**src/rtl/mem_ctrl_pkg.sv**
```systemverilog
// Shared definitions for the MEM-stage SRAM sequencer: FSM states,
// half-word select constants, default parameters and address helper.
package mem_ctrl_pkg;

    typedef enum logic [1:0] {
        ST_IDLE = 2'd0,
        ST_LO   = 2'd1,
        ST_HI   = 2'd2,
        ST_DONE = 2'd3
    } mem_state_e;

    // Half-word select, used as the SRAM address LSB.
    localparam logic HALF_LO = 1'b0;
    localparam logic HALF_HI = 1'b1;

    localparam logic [31:0] DEFAULT_BASE_ADDR   = 32'd1024;
    localparam int unsigned DEFAULT_WAIT_CYCLES = 2;
    localparam int unsigned DEFAULT_SRAM_AW     = 18;

    // Byte address to data-memory word index; wraps modulo 2^32.
    function automatic logic [31:0] byte_to_word(input logic [31:0] byte_addr,
                                                 input logic [31:0] base);
        return (byte_addr - base) >> 2;
    endfunction

endpackage

```
**src/rtl/sram_wait_counter.sv**
```systemverilog
// Wait-state counter for one half-word SRAM phase. Counts 0..WAIT_CYCLES-1
// while enabled, wraps to 0 after the last cycle, and flags that last cycle.
module sram_wait_counter
    import mem_ctrl_pkg::*;
#(
    parameter int unsigned WAIT_CYCLES = DEFAULT_WAIT_CYCLES
) (
    input  logic       clk,
    input  logic       rst,
    input  logic       clr_i,
    input  logic       en_i,
    output logic [3:0] count_o,
    output logic       last_o
);

    localparam logic [3:0] LAST_CNT = 4'(WAIT_CYCLES - 1);

    logic [3:0] count_q;
    logic [3:0] count_d;

    // Next count: clear has priority, wrap to zero at the end of a phase.
    always_comb begin
        count_d = count_q;
        if (clr_i) begin
            count_d = '0;
        end else if (en_i) begin
            count_d = (count_q == LAST_CNT) ? 4'd0 : count_q + 4'd1;
        end
    end

    // Counter register.
    always_ff @(posedge clk) begin
        if (rst) begin
            count_q <= '0;
        end else begin
            count_q <= count_d;
        end
    end

    assign count_o = count_q;
    assign last_o  = (count_q == LAST_CNT);

endmodule

```
**src/rtl/mem_stage_sram_sequencer.sv**
```systemverilog
// MEM-stage SRAM sequencer: splits each 32-bit load/store into a LO and a HI
// half-word phase on a 16-bit asynchronous SRAM, with programmable wait
// states, and holds the pipeline through `ready` until the access is done.
module mem_stage_sram_sequencer
    import mem_ctrl_pkg::*;
#(
    parameter logic [31:0] BASE_ADDR   = DEFAULT_BASE_ADDR,
    parameter int unsigned WAIT_CYCLES = DEFAULT_WAIT_CYCLES,
    parameter int unsigned SRAM_AW     = DEFAULT_SRAM_AW
) (
    input  logic               clk,
    input  logic               rst,
    input  logic               mem_r_en,
    input  logic               mem_w_en,
    input  logic [31:0]        alu_result,
    input  logic [31:0]        val_rm,
    output logic               ready,
    output logic [31:0]        rdata,
    output logic [SRAM_AW-1:0] sram_addr,
    output logic               sram_we_n,
    output logic [15:0]        sram_dq_out,
    output logic               sram_dq_oe,
    input  logic [15:0]        sram_dq_in
);

    localparam logic [3:0] LAST_CNT = 4'(WAIT_CYCLES - 1);

    mem_state_e         state_q;
    logic               is_wr_q;
    logic [SRAM_AW-1:0] sram_addr_q;
    logic               sram_we_n_q;
    logic [15:0]        sram_dq_out_q;
    logic               sram_dq_oe_q;
    logic [31:0]        rdata_q;

    logic               req;
    logic [31:0]        word;
    logic [SRAM_AW-1:0] lo_addr;
    logic [SRAM_AW-1:0] hi_addr;
    logic               cnt_clr;
    logic               cnt_en;
    logic [3:0]         cnt;
    logic [3:0]         cnt_next;
    logic               cnt_last;
    logic               unused_word_bits;

    assign req  = mem_r_en | mem_w_en;
    assign word = byte_to_word(alu_result, BASE_ADDR);

    // Out-of-range word indices simply wrap into the SRAM.
    assign lo_addr          = {word[SRAM_AW-2:0], HALF_LO};
    assign hi_addr          = {word[SRAM_AW-2:0], HALF_HI};
    assign unused_word_bits = ^word[31:SRAM_AW-1];

    // The counter only runs inside a half-word phase.
    assign cnt_clr  = (state_q == ST_IDLE) || (state_q == ST_DONE);
    assign cnt_en   = (state_q == ST_LO) || (state_q == ST_HI);
    assign cnt_next = cnt + 4'd1;

    sram_wait_counter #(
        .WAIT_CYCLES(WAIT_CYCLES)
    ) u_wait_counter (
        .clk    (clk),
        .rst    (rst),
        .clr_i  (cnt_clr),
        .en_i   (cnt_en),
        .count_o(cnt),
        .last_o (cnt_last)
    );

    // Access FSM with registered SRAM strobes. The write strobe rises one
    // cycle before the phase ends so address and data are held past it.
    always_ff @(posedge clk) begin
        if (rst) begin
            state_q       <= ST_IDLE;
            is_wr_q       <= 1'b0;
            sram_addr_q   <= '0;
            sram_we_n_q   <= 1'b1;
            sram_dq_out_q <= '0;
            sram_dq_oe_q  <= 1'b0;
            rdata_q       <= '0;
        end else begin
            case (state_q)
                ST_IDLE: begin
                    if (req) begin
                        state_q       <= ST_LO;
                        is_wr_q       <= mem_w_en;
                        sram_addr_q   <= lo_addr;
                        sram_dq_out_q <= val_rm[15:0];
                        sram_dq_oe_q  <= mem_w_en;
                        sram_we_n_q   <= ~mem_w_en;
                    end
                end
                ST_LO: begin
                    if (cnt_last) begin
                        if (!is_wr_q) begin
                            rdata_q[15:0] <= sram_dq_in;
                        end
                        state_q       <= ST_HI;
                        sram_addr_q   <= hi_addr;
                        sram_dq_out_q <= val_rm[31:16];
                        sram_dq_oe_q  <= is_wr_q;
                        sram_we_n_q   <= ~is_wr_q;
                    end else begin
                        sram_we_n_q <= ~is_wr_q | (cnt_next == LAST_CNT);
                    end
                end
                ST_HI: begin
                    if (cnt_last) begin
                        if (!is_wr_q) begin
                            rdata_q[31:16] <= sram_dq_in;
                        end
                        state_q      <= ST_DONE;
                        sram_we_n_q  <= 1'b1;
                        sram_dq_oe_q <= 1'b0;
                    end else begin
                        sram_we_n_q <= ~is_wr_q | (cnt_next == LAST_CNT);
                    end
                end
                ST_DONE: begin
                    state_q <= ST_IDLE;
                end
                default: begin
                    state_q <= ST_IDLE;
                end
            endcase
        end
    end

    assign ready       = rst | (state_q == ST_DONE) | ((state_q == ST_IDLE) & ~req);
    assign rdata       = rdata_q;
    assign sram_addr   = sram_addr_q;
    assign sram_we_n   = sram_we_n_q;
    assign sram_dq_out = sram_dq_out_q;
    assign sram_dq_oe  = sram_dq_oe_q;

endmodule

```
**config.mk**
```make
export PLATFORM = sky130hd
export DESIGN_NAME = mem_stage_sram_sequencer
export DESIGN_NICKNAME = d
export VERILOG_FILES = /design/src/rtl/mem_ctrl_pkg.sv /design/src/rtl/sram_wait_counter.sv /design/src/rtl/mem_stage_sram_sequencer.sv
export SDC_FILE = /design/constraint.sdc
export NUM_CORES = 1
export LEC_CHECK = 0
export ABC_AREA = 1
export CORE_MARGIN = 1
export CORE_UTILIZATION = 30
export CTS_BUF_LIST = sky130_fd_sc_hd__clkbuf_8 sky130_fd_sc_hd__clkbuf_16
export DETAILED_ROUTE_END_ITERATION = 8
export PLACE_DENSITY_LB_ADDON = 0.15
export SLEW_MARGIN = 0
export SYNTH_ARGS = -nofsm -noshare
export SYNTH_HDL_FRONTEND = slang
export SYNTH_SLANG_ARGS = --single-unit
```
**constraint.sdc**
```tcl
create_clock -name clk -period 2 [get_ports clk]
set_input_delay 0.6 -clock clk [delete_from_list [all_inputs] [get_ports clk]]
set_output_delay 0.6 -clock clk [all_outputs]
set_load 0.02 [all_outputs]
```
* Yosys cells after proc, flatten, opt, wreduce, memory -nomap -nowiden
Cells that the tools add are included.
** Storage, ports and cells
- Register bits after elaboration :: 75
- Latch bits :: 0
- Memory bits (writable) :: 0
- ROM bits :: 0
- Output and inout port bits :: 69
- Logic and storage cells :: 59
- Memories :: 0
** Operators by class
- Add/sub/neg operators :: 2
- $mul :: 0
- Div/mod/pow operators :: 0
- Order comparisons :: 0
- Equal/unequal tests :: 8
- Shifts and indexed selects :: 0
- Mux-type cells :: 19
- Bitwise gates (word level) :: 8
- Reduce and logical (&&, ||, !) cells :: 13
** Operator list (count)
- $mux W18 :: 2
- $pmux W18 S2 :: 1
- $mux W16 :: 2
- $pmux W16 S2 :: 1
- $sub A19 B11 Y19 const B :: 1
- $reduce_and A3 Y1 :: 4
- $eq A4 B1 Y1 const B :: 2
- $pmux W2 S4 :: 1
- $mux W1 :: 6
- $mux W2 :: 3
- $ne A2 B2 Y1 const B :: 3
- $pmux W1 S3 :: 2
- $add A4 B1 Y4 const B :: 1
- $eq A2 B2 Y1 const B :: 2
- $mux W4 :: 1
- $or A1 B1 Y1 :: 4
- $reduce_and A2 Y1 :: 2
- $reduce_and A4 Y1 :: 1
- $not A1 Y1 :: 3
- $reduce_bool A3 Y1 :: 1
- $eq A2 B1 Y1 const B :: 1
- $logic_not A2 Y1 :: 1
- $logic_or A1 B1 Y1 :: 2
- $reduce_bool A2 Y1 :: 1
- other kinds (2) :: 2

* Logic depth before layout (Yosys ltp)
- Depth after elaboration :: 5
- Depth in mapped cells :: 9

* Hierarchy
From an unflattened synthesis, not the netlist that was laid out.
** Unflattened totals
- Cell total of the unflattened synthesis :: 474
- Area total of the unflattened synthesis :: 3273.1 sq um
** By module, submodules not included
- mem_stage_sram_sequencer :: instances 1, cells an instance 446, area each 3086.7 sq um
- sram_wait_counter :: instances 1, cells an instance 28, area each 186.4 sq um

* Worst setup path before layout
OpenSTA, ideal clock, no wires.
- Path type :: input-to-output
- From :: input port rst
- To :: output port ready
- Arrival time :: 1340 ps
- Data required time :: 1400 ps
- Setup slack :: 60 ps
- Stages :: 3
- Cells stage by stage :: clkbuf_1 clkinv_1 nand3_1
** On the way
- Cells in the longest elaborated chain, start to end :: 2
** Ends and longest elaborated chain
- start, declared :: RTL line mem_stage_sram_sequencer.sv:12 : input logic rst,
- $or A1 B1 Y1 (2 in series) :: RTL line mem_stage_sram_sequencer.sv:130 : assign ready = rst | (state_q == ST_DONE) | ((state_q == ST_IDLE) & ~req);
- end, declared :: RTL line mem_stage_sram_sequencer.sv:17 : output logic ready,
Every way passes these cells.

* Worst setup path in the final report
- From :: register state_q[0]
- To :: output port ready
** On the way
- Cells in the longest elaborated chain, start to end :: 3
** Ends and longest elaborated chain
- start, declared :: RTL line mem_stage_sram_sequencer.sv:28 : mem_state_e state_q;
- start signal, assigned :: RTL line mem_stage_sram_sequencer.sv:75 : state_q <= ST_IDLE;
- start signal, assigned :: RTL line mem_stage_sram_sequencer.sv:86 : state_q <= ST_LO;
- start signal, assigned :: RTL line mem_stage_sram_sequencer.sv:99 : state_q <= ST_HI;
- $eq A2 B2 Y1 or $logic_not A2 Y1 (tied branches) :: RTL line mem_stage_sram_sequencer.sv:130
- $or A1 B1 Y1 or $and A1 B1 Y1 (tied branches) :: RTL line mem_stage_sram_sequencer.sv:130
- $or A1 B1 Y1 (*) :: RTL line mem_stage_sram_sequencer.sv:130
Every way passes the cells marked *; elsewhere a longest branch is shown, timed or not.

==> summary.txt <==
Antenna Violating Nets Remaining: 0
Post-layout power: 7.32 mW
Post-placement setup slack: -0.523 ns
Biggest fanout along the worst timing path: 3
Destination of the worst hold path: u_wait_counter.count_o[0]
Maximum clock frequency: 524 MHz
Fraction of the yosys area taken by sequential cells: 43.6%
Post-synthesis to final-layout area growth: 54.8%
Share of total power in sequential cells: 28.0%
Setup violation total in the final timing report: 0
Share of post-route cells with drive strength above 1: 8.41%
Overall track demand over capacity in global routing: 17.3%
Number of buffers added on ports: 137
Post-detailed-placement half-perimeter wirelength: 7.02 mm
Max Transition Viols Final: 0
Resized Gates After CTS: 10
Vias in the first global route: 3,422
Worst IR drop on VDD: 0.657 mV
Worst Hold Launch: u_wait_counter.count_o[0]
H-tree levels: 3
Worst r2r dst: sram_dq_out[3]
Min-Delay Path Depth: 1
CTS Root Cell: sky130_fd_sc_hd__clkbuf_16
Max-cap violations: 0
Transition time at the pin with the least slew margin: 0.687 ns
Worst path setup slack after routing: 0.0913 ns
Initial drt markers: 137
Clock latency on the worst-skew pair: 0.33 ns
Internal Dissipation: 4.51 mW
Number of clock sinks seen by CTS: 75
Total gr overflow: 0
Number of warnings reported in the yosys synthesis log: 0
Total power per unit cell area: 1380 mW/mm²
Normalized max-slew margin: 54.2%
Unrepaired setup endpoints after global routing: false
HP Class: register to register
Number of flip-flops and latches in the synthesized netlist: 75
Layout net count: 703
Post-CTS Setup Repair Bufs: 0
Overall via count from detail_route: 3,572
Post-route DRC violation count: 0
Worst Clk Skew: 0.00634 ns
Required time of the critical path: 1.40 ns
Number of antenna violations at the first check in global routing: 1
Top-Level Pins: 153
Global-route wire length before repair: 16.1 mm
Net Switching: 2.82 mW
Clock Pin Slew Worst Setup and Hold Paths: 0.06 ns
Most frequent standard cell in the layout excluding fill and tap cells: sky130_fd_sc_hd__nand2_1
Number of core rows: 38
Vias per inst: 4.71
Final count of hold timing violations: 0
Clock power frac: 26.3%
Number of different library cells in the post-synthesis netlist: 24
Post-synth design cell area: 0.00344 mm²
Number of CTS-inserted buffers: 9
Status: completed
Starting Density: 31.3%
DIE AREA: 0.0119 mm²
Pleak: 2.11 nW
Maximum number of pins on one net before global-route repair: 64
Number of detailed-routing iterations run before antenna repair: 4
Clock tree from TritonCTS: yes
Setup crit start kind: register
Total Routed Length: 9.83 mm
Net count after synthesis: 568
Worst Setup Path Type: register to output port
R2R setup slack: 0.17 ns
Overall die height: 109 µm
Total inserted antenna cells: 0
Most used cells in the layout excluding fill and tap cells: sky130_fd_sc_hd__nand2_1, sky130_fd_sc_hd__clkdlybuf4s50_1, sky130_fd_sc_hd__dfxtp_1
Number of cells produced by synthesis: 478
Routability congestion estimate from global placement: 0.784
Core area: 0.0110 mm²
Number of fillers in the final layout: 1,103
Endpoint kind of the worst setup timing path: output port
Fraction of power spent switching nets: 38.5%
CP arrival: 1.31 ns
Synthesized area per cell: 7.20 µm²
Critical register-to-register path startpoint: state_q[0]
Logic depth of the worst register-to-register path: 8
Minimum period implied by the final worst setup slack: 1.91 ns
Number of buffers inserted by hold repair at cts: 0
Die span in x: 109 µm
Logic pwr share: 45.7%
Clock tree buffer depth: 2
Period utilization: 95.4%
Routed WL per cell: 13.0 µm
[worst max-delay path, cell delays in order, from the launching register on]
cell	delay, ns
sky130_fd_sc_hd__dfxtp_1	0.36
sky130_fd_sc_hd__inv_1	0.09
sky130_fd_sc_hd__ha_1	0.25
sky130_fd_sc_hd__nand2_2	0.09
sky130_fd_sc_hd__nand3_2	0.06
sky130_fd_sc_hd__buf_6	0.13
[logic make-up (layout without fill, tap and decap cells)]
logic type	after synthesis	count (layout)	synth area share [%]
adders and majority gates	6	6	2.18
and+or+nand+nor	252	252	33.6
buffers and inverters	63	203	8.40
DFF	75	75	43.6
xor gates and xnor gates	2	2	0.509
AOI/OAI and AO/OA	80	80	11.6
[state kept, by name, indices dropped and copies added (netlist names)]
| name | count |
|---|---|
| rdata | 32 |
| sram_addr | 18 |
| sram_dq_out | 16 |
| u_wait_counter.count_o | 4 |
| state_q | 2 |
| is_wr_q | 1 |
| sram_dq_oe | 1 |
| sram_we_n | 1 |
[area by class of cell]
cell class	count	area (µm²)	share of cell area, %
clock buffer	10	239	4.49
clock inverter	6	120	2.26
inverter	32	120	2.26
multi-input combinational	340	1660	31.1
sequential	75	1500	28.2
tap	140	175	3.29
timing repair buffer	155	1510	28.4
[worst max path at each step]
stage                     slack, ns        from     to  cells after the start
after floorplan                0.06         rst  ready                      3
final                          0.09  state_q[0]  ready                      5
after CTS                      0.08  state_q[0]  ready                      5
after detailed placement      -0.52    mem_w_en  ready                      5
after global placement        -0.53    mem_w_en  ready                      5
after global routing           0.02  state_q[0]  ready                      5
[synthesized netlist by cell type]
library cell                 n  area [µm²]
sky130_fd_sc_hd__a21oi_1    73         365
sky130_fd_sc_hd__buf_1       1        3.75
sky130_fd_sc_hd__buf_2      15        75.1
sky130_fd_sc_hd__buf_4       5        37.5
sky130_fd_sc_hd__buf_6       2        22.5
sky130_fd_sc_hd__clkbuf_1    8        30.0
sky130_fd_sc_hd__clkinv_1    1        3.75
sky130_fd_sc_hd__dfxtp_1    75        1500
sky130_fd_sc_hd__ha_1        6        75.1
sky130_fd_sc_hd__inv_1      27         101
sky130_fd_sc_hd__inv_2       4        15.0
sky130_fd_sc_hd__nand2_1   145         544
sky130_fd_sc_hd__nand2_2     3        18.8
sky130_fd_sc_hd__nand2_4     2        22.5
sky130_fd_sc_hd__nand3_1    27         135
sky130_fd_sc_hd__nand3_2     2        20.0
sky130_fd_sc_hd__nand3b_1    1        7.51
sky130_fd_sc_hd__nand4_1    45         282
sky130_fd_sc_hd__nor2_1     24        90.1
sky130_fd_sc_hd__nor2_2      1        6.26
sky130_fd_sc_hd__nor2_4      1        11.3
sky130_fd_sc_hd__nor2_8      1        20.0
sky130_fd_sc_hd__o21ai_0     7        35.0
sky130_fd_sc_hd__xor2_1      2        17.5
[power groups by stage]
| stage | logic, mW | registers, mW | clock network, mW |
|---|---|---|---|
| 2_1_floorplan | 1.69 | 2.48 | 0 |
| 3_3_place_gp | 3.35 | 2.08 | 0 |
| 3_5_place_dp | 3.35 | 2.08 | 0 |
| 4_1_cts | 3.38 | 2.06 | 1.97 |
| 5_1_grt | 3.69 | 2.10 | 2.04 |
| 6_report | 3.35 | 2.05 | 1.93 |
[per-stage QoR]
step / hold slack (ns) / cell area [µm²] / std cells / util, % / setup TNS [ns]
after floorplan: 0.425 / 3440 / 478 / - / 0
after global placement: 0.443 / 4960 / 742 / 45.2 / -7.82
after detailed placement: 0.449 / 4960 / 742 / 45.2 / -7.61
after CTS: 0.462 / 5330 / 758 / 48.5 / 0
after global routing: 0.475 / 5330 / 758 / 48.5 / 0
final: 0.457 / 5330 / 758 / 48.5 / 0
[layer usage]
metal	routed length, µm	up-vias	GRT usage [%]
met4	101	2	5.50
li1	-	1859	-
met1	4400	1616	20.7
met2	4630	85	29.0
met3	685	10	5.98
met5	9	-	0
Power figures use the tool's default switching activity.
